===== src/rtl/nand_target.sv =====
// ============================================================================
// Module   : nand_target
// Brief    : NAND flash device emulator; responder end of an ONFI-style bus
//            with Reset, Read ID, Read Status and Page Read commands.
// Revision : 1.0 - initial release
// ============================================================================
`timescale 1ns/1ps
`default_nettype none

module nand_target #(
  parameter logic [31:0] ID_WORD     = 32'hECD35195,
  parameter logic [15:0] BUSY_CYCLES = 16'd250,
  parameter int          ADDR_CYCLES = 5,
  parameter int          PAGE_BYTES  = 2112
) (
  input  logic        clk10,
  input  logic        rst,
  input  logic        nd_ce_n,
  input  logic        nd_cle,
  input  logic        nd_ale,
  input  logic        nd_we_n,
  input  logic        nd_re_n,
  input  logic        nd_wp_n,
  input  logic [7:0]  nd_io_in,
  output logic [7:0]  nd_io_out,
  output logic        nd_io_oe,
  output logic        nd_r_b_n,
  output logic        fetch_req,
  output logic [23:0] fetch_row,
  input  logic        fetch_ack,
  output logic [11:0] data_addr,
  input  logic [7:0]  data_in
);

  localparam logic [2:0] ST_IDLE    = 3'd0;
  localparam logic [2:0] ST_ID_ADDR = 3'd1;
  localparam logic [2:0] ST_RD_ADDR = 3'd2;
  localparam logic [2:0] ST_RD_CONF = 3'd3;
  localparam logic [2:0] ST_BUSY    = 3'd4;

  localparam logic [1:0] C_MODE_NONE   = 2'd0;
  localparam logic [1:0] C_MODE_ID     = 2'd1;
  localparam logic [1:0] C_MODE_STATUS = 2'd2;
  localparam logic [1:0] C_MODE_DATA   = 2'd3;

  localparam logic [7:0] C_CMD_RESET     = 8'hFF;
  localparam logic [7:0] C_CMD_READ_ID   = 8'h90;
  localparam logic [7:0] C_CMD_STATUS    = 8'h70;
  localparam logic [7:0] C_CMD_READ      = 8'h00;
  localparam logic [7:0] C_CMD_READ_CONF = 8'h30;

  localparam int               C_ACW       = $clog2(ADDR_CYCLES + 1);
  localparam logic [C_ACW-1:0] C_ADDR_LAST = C_ACW'(ADDR_CYCLES - 1);
  localparam logic [15:0]      C_COL_LAST  = 16'(PAGE_BYTES - 1);

  // Bundle order: {ce_n, cle, ale, we_n, re_n, wp_n, io[7:0]}; strobes idle high
  localparam logic [13:0] C_SYNC_IDLE = 14'b1_0_0_1_1_1_0000_0000;

  logic [13:0]      r_sync_m;
  logic [13:0]      r_sync_s;
  logic             r_we_n_d;
  logic             r_re_n_d;
  logic [2:0]       r_state;
  logic [2:0]       w_state_nxt;
  logic [1:0]       r_mode;
  logic [1:0]       r_mode_sav;
  logic [1:0]       r_id_idx;
  logic [C_ACW-1:0] r_acnt;
  logic [15:0]      r_col_lat;
  logic [15:0]      r_column;
  logic [15:0]      w_column_nxt;
  logic [23:0]      r_row;
  logic [23:0]      r_fetch_row;
  logic             r_fetch_req;
  logic             r_rd_pend;
  logic [15:0]      r_counter;
  logic [7:0]       r_io_out;
  logic             r_io_oe;

  logic       w_ce_n_s;
  logic       w_cle_s;
  logic       w_ale_s;
  logic       w_we_n_s;
  logic       w_re_n_s;
  logic       w_wp_n_s;
  logic [7:0] w_io_s;
  logic       w_we_ev;
  logic       w_re_ev;
  logic       w_cmd_ev;
  logic       w_addr_ev;
  logic       w_reset_cmd;
  logic       w_busy_exit;
  logic       w_rdy;
  logic [7:0] w_status;
  logic [7:0] w_id_byte;
  logic [7:0] w_io_nxt;
  logic       w_oe_nxt;

  always_ff @(posedge clk10) begin
    if (rst) begin
      r_sync_m <= C_SYNC_IDLE;
      r_sync_s <= C_SYNC_IDLE;
      r_we_n_d <= 1'b1;
      r_re_n_d <= 1'b1;
    end else begin
      r_sync_m <= {nd_ce_n, nd_cle, nd_ale, nd_we_n, nd_re_n, nd_wp_n, nd_io_in};
      r_sync_s <= r_sync_m;
      r_we_n_d <= w_we_n_s;
      r_re_n_d <= w_re_n_s;
    end
  end

  assign w_ce_n_s = r_sync_s[13];
  assign w_cle_s  = r_sync_s[12];
  assign w_ale_s  = r_sync_s[11];
  assign w_we_n_s = r_sync_s[10];
  assign w_re_n_s = r_sync_s[9];
  assign w_wp_n_s = r_sync_s[8];
  assign w_io_s   = r_sync_s[7:0];

  // Strobes act on their rising edge, and only while the chip is selected
  assign w_we_ev     = w_we_n_s & ~r_we_n_d & ~w_ce_n_s;
  assign w_re_ev     = w_re_n_s & ~r_re_n_d & ~w_ce_n_s;
  assign w_cmd_ev    = w_we_ev & w_cle_s & ~w_ale_s;
  assign w_addr_ev   = w_we_ev & w_ale_s & ~w_cle_s;
  assign w_reset_cmd = w_cmd_ev & (w_io_s == C_CMD_RESET);
  assign w_busy_exit = (r_state == ST_BUSY) & (r_counter == 16'd0) & ~r_fetch_req & ~w_reset_cmd;

  // ---------------------------------------------------------------- state reg
  always_ff @(posedge clk10) begin
    if (rst) begin
      r_state <= ST_IDLE;
    end else begin
      r_state <= w_state_nxt;
    end
  end

  // --------------------------------------------------------------- next state
  always_comb begin
    w_state_nxt = r_state;
    if (w_busy_exit) begin
      w_state_nxt = ST_IDLE;
    end
    if (w_cmd_ev) begin
      case (w_io_s)
        C_CMD_RESET:  w_state_nxt = ST_BUSY;
        C_CMD_STATUS: w_state_nxt = r_state;
        C_CMD_READ_CONF: begin
          if (r_state == ST_RD_CONF) begin
            w_state_nxt = ST_BUSY;
          end
        end
        C_CMD_READ_ID: begin
          if (r_state == ST_IDLE) begin
            w_state_nxt = ST_ID_ADDR;
          end else if (r_state != ST_BUSY) begin
            w_state_nxt = ST_IDLE;
          end
        end
        C_CMD_READ: begin
          if (r_state == ST_IDLE) begin
            if (r_mode != C_MODE_STATUS) begin
              w_state_nxt = ST_RD_ADDR;
            end
          end else if (r_state != ST_BUSY) begin
            w_state_nxt = ST_IDLE;
          end
        end
        default: begin
          if (r_state != ST_BUSY) begin
            w_state_nxt = ST_IDLE;
          end
        end
      endcase
    end else if (w_addr_ev) begin
      if (r_state == ST_ID_ADDR) begin
        w_state_nxt = ST_IDLE;
      end else if ((r_state == ST_RD_ADDR) && (r_acnt == C_ADDR_LAST)) begin
        w_state_nxt = ST_RD_CONF;
      end
    end
  end

  // ----------------------------------------------------------------- datapath
  always_ff @(posedge clk10) begin
    if (rst) begin
      r_mode      <= C_MODE_NONE;
      r_mode_sav  <= C_MODE_NONE;
      r_id_idx    <= 2'd0;
      r_acnt      <= '0;
      r_col_lat   <= 16'd0;
      r_row       <= 24'd0;
      r_fetch_row <= 24'd0;
      r_fetch_req <= 1'b0;
      r_rd_pend   <= 1'b0;
      r_counter   <= 16'd0;
    end else begin
      // A status read issued during BUSY keeps STATUS visible; DATA is resumed by 00h
      if (w_busy_exit && r_rd_pend) begin
        if (r_mode == C_MODE_STATUS) begin
          r_mode_sav <= C_MODE_DATA;
        end else begin
          r_mode <= C_MODE_DATA;
        end
        r_rd_pend <= 1'b0;
      end
      if ((r_state == ST_BUSY) && (r_counter != 16'd0)) begin
        r_counter <= r_counter - 16'd1;
      end
      if (fetch_ack) begin
        r_fetch_req <= 1'b0;
      end
      if (w_re_ev && (r_mode == C_MODE_ID)) begin
        r_id_idx <= r_id_idx + 2'd1;
      end
      if (w_addr_ev) begin
        if (r_state == ST_ID_ADDR) begin
          r_mode   <= C_MODE_ID;
          r_id_idx <= 2'd0;
        end else if (r_state == ST_RD_ADDR) begin
          if (r_acnt == C_ACW'(0))      r_col_lat[7:0]  <= w_io_s;
          else if (r_acnt == C_ACW'(1)) r_col_lat[15:8] <= w_io_s;
          else if (r_acnt == C_ACW'(2)) r_row[7:0]      <= w_io_s;
          else if (r_acnt == C_ACW'(3)) r_row[15:8]     <= w_io_s;
          else                          r_row[23:16]    <= w_io_s;
          r_acnt <= r_acnt + 1'b1;
        end
      end
      if (w_cmd_ev) begin
        case (w_io_s)
          C_CMD_RESET: begin
            r_fetch_req <= 1'b0;
            r_mode      <= C_MODE_NONE;
            r_counter   <= BUSY_CYCLES;
            r_rd_pend   <= 1'b0;
          end
          C_CMD_STATUS: begin
            if (r_mode != C_MODE_STATUS) begin
              r_mode_sav <= r_mode;
              r_mode     <= C_MODE_STATUS;
            end
          end
          C_CMD_READ: begin
            if (r_state == ST_IDLE) begin
              if (r_mode == C_MODE_STATUS) begin
                r_mode <= r_mode_sav;
              end else begin
                r_acnt <= '0;
              end
            end
          end
          C_CMD_READ_CONF: begin
            if (r_state == ST_RD_CONF) begin
              r_fetch_row <= r_row;
              r_fetch_req <= 1'b1;
              r_counter   <= BUSY_CYCLES;
              r_rd_pend   <= 1'b1;
            end
          end
          default: ;
        endcase
      end
    end
  end

  // The RAM is addressed with the upcoming column so the byte is ready one cycle sooner
  always_comb begin
    w_column_nxt = r_column;
    if (w_busy_exit && r_rd_pend) begin
      w_column_nxt = r_col_lat;
    end else if (w_re_ev && (r_mode == C_MODE_DATA)) begin
      w_column_nxt = (r_column == C_COL_LAST) ? 16'd0 : r_column + 16'd1;
    end
    if (rst) begin
      w_column_nxt = 16'd0;
    end
  end

  always_ff @(posedge clk10) begin
    r_column <= w_column_nxt;
  end

  // ------------------------------------------------------------------ outputs
  always_comb begin
    w_rdy     = (r_state != ST_BUSY);
    w_status  = {w_wp_n_s, w_rdy, w_rdy, 5'b0_0000};
    w_id_byte = ID_WORD[{~r_id_idx, 3'b000} +: 8];
    w_io_nxt  = 8'h00;
    case (r_mode)
      C_MODE_ID:     w_io_nxt = w_id_byte;
      C_MODE_STATUS: w_io_nxt = w_status;
      C_MODE_DATA:   w_io_nxt = data_in;
      default:       w_io_nxt = 8'h00;
    endcase
    w_oe_nxt = ~w_ce_n_s & ~w_re_n_s & (r_mode != C_MODE_NONE);
  end

  always_ff @(posedge clk10) begin
    if (rst) begin
      r_io_out <= 8'h00;
      r_io_oe  <= 1'b0;
    end else begin
      r_io_out <= w_io_nxt;
      r_io_oe  <= w_oe_nxt;
    end
  end

  assign nd_io_out = r_io_out;
  assign nd_io_oe  = r_io_oe;
  assign nd_r_b_n  = w_rdy;
  assign fetch_req = r_fetch_req;
  assign fetch_row = r_fetch_row;
  assign data_addr = w_column_nxt[11:0];

endmodule

`default_nettype wire


===== config.mk =====
export PLATFORM = sky130hd
export DESIGN_NAME = nand_target
export DESIGN_NICKNAME = d
export VERILOG_FILES = /design/src/rtl/nand_target.sv
export SDC_FILE = /design/constraint.sdc
export NUM_CORES = 1
export LEC_CHECK = 0
export ABC_CLOCK_PERIOD_IN_PS = 2500
export CAP_MARGIN = 20
export CORE_MARGIN = 5
export CORE_UTILIZATION = 25
export DETAILED_ROUTE_END_ITERATION = 10
export PLACE_DENSITY = 0.4
export SLEW_MARGIN = 25
export SYNTH_ARGS = -nofsm -noshare
export SYNTH_HDL_FRONTEND = slang
export SYNTH_SLANG_ARGS = --single-unit

===== constraint.sdc =====
create_clock -name clk10 -period 2.5 [get_ports clk10]
set_clock_uncertainty 0.05 [all_clocks]
set_input_delay 0.5 -clock clk10 [delete_from_list [all_inputs] [get_ports clk10]]
set_output_delay 0.5 -clock clk10 [all_outputs]
set_load 0.02 [all_outputs]

==> results.sh, run 1 <==
export IMPL_setup_viol=12
export IMPL_h_tree_depth=4
export IMPL_worstRegToRegCells=6
export IMPL_synthXorXnorAreaFrac=0.0318
export IMPL_synthMuxAreaShare=0.0763
export IMPL_grt_pass1_wl_um=29900
export IMPL_cp_end_kind="output port"
export IMPL_cts_sinks=149
export IMPL_path_clk_slew_ns=0.07
export IMPL_synthAdderAreaFrac=0.0237
export IMPL_criticalPathCategory="reg -> out"
export IMPL_final_common_cell="dfxtp_1"
export IMPL_final_util=0.364
export IMPL_yosys_area_top_type="dfxtp_1"
export IMPL_synth_seq_cells=149
export IMPL_cp_arrival_ns=2.56
export IMPL_root_buffer="clkbuf_16"
export IMPL_grt_overflow=0
export IMPL_slew_headroom=0.649
export IMPL_cap_violations=0
export IMPL_final_cell_mix="dfxtp_1, buf_4, nor2_1"
export IMPL_yosysWarnings=0
export IMPL_detail_route_iter0_violations=256
export IMPL_hold_path_class="reg -> reg"
export IMPL_syn_nets=746
export IMPL_rsz0062_at_grt="true"
export IMPL_die_w_um=169
export IMPL_netlist_instances=709
export IMPL_clock_path_buffers=2
export IMPL_synth_top_family_by_area="simple AND/OR/NAND/NOR gates"
export IMPL_drive_gt1_frac=0.255
export IMPL_synth_compound_area_share=0.103
export IMPL_post_dp_cell_area_um2=8260
export IMPL_worst_slew_pin_slew_ns=0.525
export IMPL_p_per_area_nw_per_um2=563
export IMPL_die_h_um=169
export IMPL_layout_min_cycle_time_ns=3.11
export IMPL_detail_route_antenna_nets=0
export IMPL_drc=0
export IMPL_yosysUniqueCellTypes=62
export IMPL_port_buffers=71
export IMPL_dpl_hpwl_um=13200
export IMPL_violations="negative setup slack"
export IMPL_ys_flop_type="dfxtp_1"
export IMPL_p_leak_nw=3.48
export IMPL_routedWlPerCell_um=15.6
export IMPL_antenna_found_initial=0
export IMPL_route_vias_total=5548
export IMPL_worst_ep_required_time_ns=1.95
export IMPL_place_gp_congestion=0.831
export IMPL_startpoint_type="register"
export IMPL_holdBufCountCts=0
export IMPL_syn_area_um2=6330
export IMPL_clkLatencyLatePin_ns=0.43
export IMPL_start_util=0.253
export IMPL_drt_pre_antenna_iters=4
export IMPL_setup_ws_ns=-0.606
export IMPL_hold_viol=0
export IMPL_holdPathStages=1
export IMPL_dieArea_um2=28600
export IMPL_synth_edf_count=0
export IMPL_synth_avg_cell_area_um2=8.93
export IMPL_async_flop_share=0
export IMPL_cts_buffers=17
export IMPL_stdcell_area_um2=9120
export IMPL_synth_seq_area_share=0.471
export IMPL_synth_top_area_share=0.471
export IMPL_outcome="complete, but fails checks"
export IMPL_n_antenna_cell=0
export IMPL_drt_vias_per_instance=4.57
export IMPL_num_rows=58
export IMPL_track_usage=0.131
export IMPL_fin_hold_ws_ns=0.364
export IMPL_nets=908
export IMPL_fin_crit_sh=1.24
export IMPL_area_delta_synth_final_pct=44.1
export IMPL_ir_drop_mv=0.369
export IMPL_max_freq_mhz=322
export IMPL_synth_area_leaders="dfxtp_1, mux2i_1, nor2_1"
export IMPL_core_area_um2=25000
export IMPL_drt_wl_total_um=18900
export IMPL_grt_max_degree=49
export IMPL_cp_max_fo=8
export IMPL_tritoncts="yes"
export IMPL_grt_pass1_vias=5727
export IMPL_final_max_slew_viol_count=0
export IMPL_io_pins=72
export IMPL_synth_simple_gate_area_share=0.253
[metrics by stage]
step / setup slack (ns) / TNS (ns) / total power (W) / instances
finish: -0.606 / -6.56 / 0.00514 / 1214
global route: -0.727 / -8.03 / 0.00535 / 1214
CTS: -0.638 / -7.05 / 0.00522 / 1211
detailed placement: -0.725 / -7.70 / 0.00264 / 1169
global placement: -0.689 / -7.23 / 0.00264 / 1169
floorplan: -0.0319 / -0.0657 / 0.00255 / 709
[per-layer routing]
metal  share of wire  wire, um  vias up  track usage
met5               0         0        -            0
li1                -         -     2795            -
met4           0.017       330        0       0.0490
met2            0.47      8980       74        0.216
met3           0.031       577       25       0.0269
met1            0.48      9020     2654        0.171
[state kept, by name (all words and copies together) (netlist names), 2 cells and up]
register    cells
fetch_row      24
r_row          24
r_col_lat      16
r_column       16
r_counter      16
r_sync_m       14
r_sync_s       14
nd_io_out       8
r_acnt          3
r_state         3
r_id_idx        2
r_mode          2
r_mode_sav      2
[cells in the mapped netlist, types with 10 or more instances]
| cell type | number |
|---|---|
| xor2_1 | 17 |
| or2_2 | 12 |
| nor3_1 | 31 |
| nor2_1 | 97 |
| inv_1 | 12 |
| clkbuf_1 | 30 |
| nand3_1 | 10 |
| nand4_1 | 10 |
| nor2b_1 | 21 |
| mux2i_1 | 46 |
| dfxtp_1 | 149 |
| nand2b_1 | 10 |
| a211oi_1 | 14 |
| o21ai_0 | 10 |
| a21oi_1 | 45 |
| nor4_1 | 13 |
| ha_1 | 12 |
| nand2_1 | 71 |
[path summary, 6_finish.rpt]
| kind | start | to | slack (ns) |
|---|---|---|---|
| hold reg to reg | r_sync_m[10]$_SDFF_PP1_ | r_sync_s[10]$_SDFF_PP1_ | 0.36 |
| setup / recovery | r_counter[5]$_SDFF_PP0_ | data_addr[10] | -0.61 |
| setup reg to reg | r_sync_s[3]$_SDFF_PP0_ | r_rd_pend$_SDFF_PP0_ | 0.10 |
| hold / removal | r_sync_m[10]$_SDFF_PP1_ | r_sync_s[10]$_SDFF_PP1_ | 0.36 |
[worst max-delay path, cell delays in order (launching register included)]
cell	delay [ns]
dfxtp_2	0.32
or4_4	0.53
and4bb_2	0.37
o2111ai_4	0.15
buf_12	0.19
buf_12	0.14
a211oi_4	0.26
buf_6	0.15
[kinds of logic after synthesis]
group,Yosys count
AO/OA/AOI/OAI,104
XOR/XNOR,23
adder cells (fa/ha/maj),12
buffers and inverters,57
flip-flops,149
multiplexers,48
AND/OR/NAND/NOR,316
[what timing repair did]
| action | in CTS | in global routing |
|---|---|---|
| resized for setup | 95 | 13 |
| setup endpoints to repair | 12 | 18 |
| cloned | 1 | 2 |
| pin swaps | 6 | 4 |
| buffers inserted | 9 | 1 |
[power by group]
group	switching (W)	internal, W	total [W]	leakage [nW]
Combinational	0.000101	0.0000893	0.000190	1.99
Clock	0.00121	0.00134	0.00254	0.280
Sequential	0.00000818	0.00240	0.00240	1.21
Total	0.00131	0.00382	0.00514	3.48
[cell type report]
| cell class | instances | area [um^2] |
|---|---|---|
| sequential | 149 | 2990 |
| inverter | 13 | 48.8 |
| clock buffer | 17 | 425 |
| timing repair buffer | 185 | 1680 |
| multi-input combinational | 505 | 3400 |
| tap | 330 | 413 |
| clock inverter | 15 | 165 |
| fill | 2539 | 15900 |
No activity file was read; power rests on OpenSTA's default activity.
==> inputs of run 2 (changes only) <==
Settings changed: ABC_CLOCK_PERIOD_IN_PS 2500 to 3150, PLACE_DENSITY 0.4 to 0.39, TNS_END_PERCENT set to 10.
Clock period 2.5 ns to 3.15 ns, I/O delays scaled along.
==> results.sh, run 2 (same netlist as run 1, synthesis figures left out) <==
export IMPL_outcome="complete, but fails checks"
export IMPL_setup_ws_ns=-0.0565
export IMPL_slowest_delay_ns=0.53
export IMPL_root_buffer="clkbuf_16"
export IMPL_drt_vias_per_instance=4.54
export IMPL_io_pins=72
export IMPL_internal_power_w=0.00316
export IMPL_cp_end_kind="output port"
export IMPL_grt_pass1_vias=5499
export IMPL_drive_gt1_frac=0.204
export IMPL_worst_slew_pin_slew_ns=1.00
export IMPL_area_delta_synth_final_pct=35.7
export IMPL_multiInputGateArea_um2=3260
export IMPL_track_usage=0.127
export IMPL_startpoint_type="register"
export IMPL_max_freq_mhz=312
export IMPL_setup_viol=2
export IMPL_final_cell_mix="dfxtp_1, nor2_1, buf_4"
export IMPL_dp_cells=1146
export IMPL_ir_drop_mv=0.308
export IMPL_rsz0062_at_grt="true"
export IMPL_clock_path_buffers=2
export IMPL_totalPowerFinal_w=0.00408
export IMPL_dieArea_um2=28600
export IMPL_start_util=0.253
export IMPL_detail_route_iter0_violations=236
export IMPL_cts_buffers=17
export IMPL_criticalPathCategory="reg -> out"
export IMPL_tritoncts="yes"
export IMPL_seq_area_um2=2990
export IMPL_grt_max_degree=76
export IMPL_worst_ep_required_time_ns=2.47
export IMPL_core_area_um2=25000
export IMPL_cp_arrival_ns=2.53
export IMPL_p_per_area_nw_per_um2=475
export IMPL_p_switching_w=0.000918
export IMPL_drt_pre_antenna_iters=4
export IMPL_crit_chain="or4_4 > and4bb_2 > o2111ai_4 > buf_12 > or2_0 > a21oi_2 > buf_6"
export IMPL_place_gp_congestion=0.856
export IMPL_cpMaxStageDelayCell="or4_4"
export IMPL_cp_num_buf_inv=2
export IMPL_cp_max_fo=22
export IMPL_num_rows=58
export IMPL_nets=872
export IMPL_combPwrFrac=0.032
export IMPL_fin_crit_sh=1.02
export IMPL_antenna_found_initial=0
export IMPL_n_antenna_cell=0
export IMPL_setup_tns_ns=-0.0794
export IMPL_layout_min_cycle_time_ns=3.21
export IMPL_violations="negative setup slack"
export IMPL_holdBufCountCts=0
export IMPL_detail_route_antenna_nets=0
export IMPL_final_max_slew_viol_count=0
export IMPL_h_tree_depth=4
export IMPL_grt_pass1_wl_um=29100
export IMPL_path_delay_family="simple AND/OR/NAND/NOR gates"
export IMPL_fin_cells=1178
export IMPL_fill_cells=2595
export IMPL_drc=0
export IMPL_final_common_cell="dfxtp_1"
export IMPL_clkLatencyLatePin_ns=0.42
export IMPL_p_leak_nw=3.30
export IMPL_port_buffers=71
export IMPL_cts_setup_buffers=0
export IMPL_drt_wl_total_um=17800
export IMPL_cts_sinks=149
export IMPL_routedWlPerCell_um=15.1
export IMPL_slew_headroom=0.328
export IMPL_die_w_um=169
export IMPL_p_clk_frac=0.500
export IMPL_hold_viol=0
export IMPL_cap_violations=0
export IMPL_dpl_hpwl_um=12700
export IMPL_grt_overflow=0
export IMPL_route_vias_total=5344
export IMPL_path_clk_slew_ns=0.06
export IMPL_sw_frac_of_total=0.225
export IMPL_pwr_share_seq=0.468
export IMPL_hold_path_class="reg -> reg"
export IMPL_die_h_um=169
-- run 2: power groups by stage --
stage,Sequential [W],Combinational (W),Clock (W)
6_report,0.00191,0.000131,0.00204
5_1_grt,0.00191,0.000142,0.00219
4_1_cts,0.00191,0.000133,0.00210
3_5_place_dp,0.00195,0.000131,0
3_3_place_gp,0.00195,0.000130,0
2_1_floorplan,0.00195,0.0000660,0
-- run 2: area by class of cell --
| type | count | share of cell area |
|---|---|---|
| multi-input combinational | 503 | 0.380 |
| sequential | 149 | 0.348 |
| timing repair buffer | 151 | 0.150 |
| clock buffer | 19 | 0.0516 |
| tap | 330 | 0.0481 |
| clock inverter | 13 | 0.0169 |
| inverter | 13 | 0.00568 |
-- run 2: worst paths after layout --
path         slack, ns  depth (start not counted)                      end                    start
max reg2reg       0.52                          7  r_state[1]$_SDFFE_PP0P_   r_sync_s[2]$_SDFF_PP0_
max              -0.06                          7             data_addr[5]  r_counter[5]$_SDFF_PP0_
min               0.36                          1  r_sync_s[13]$_SDFF_PP1_  r_sync_m[13]$_SDFF_PP1_
min reg2reg       0.36                          1  r_sync_s[13]$_SDFF_PP1_  r_sync_m[13]$_SDFF_PP1_
-- run 2: stage by stage --
step / setup WS, ns / hold slack, ns / cell area (um^2) / utilization
finish: -0.0565 / 0.363 / 8590 / 0.343
global route: -0.181 / 0.376 / 8590 / 0.343
CTS: -0.126 / 0.368 / 8530 / 0.341
detailed placement: -0.310 / 0.350 / 7860 / 0.314
global placement: -0.272 / 0.341 / 7860 / 0.314
floorplan: 0.102 / 0.339 / 6330 / -
-- run 2: per-layer routing --
metal | GRT usage | wire, um
met2 | 0.209 | 8350
met4 | 0.0410 | 267
met5 | 0 | 0
met3 | 0.0285 | 496
met1 | 0.166 | 8690
-- run 2: repair_timing --
| item | CTS | global route |
|---|---|---|
| resized for setup | 86 | 14 |
| pin swaps | 4 | 2 |
| endpoints found under the setup margin | 12 | 12 |
==> inputs of run 3 (changes only) <==
Settings changed: CTS_CLUSTER_SIZE set to 16.
==> results of run 3 <==
Same layout as run 2: the final DEF is identical, and so are final timing and power.
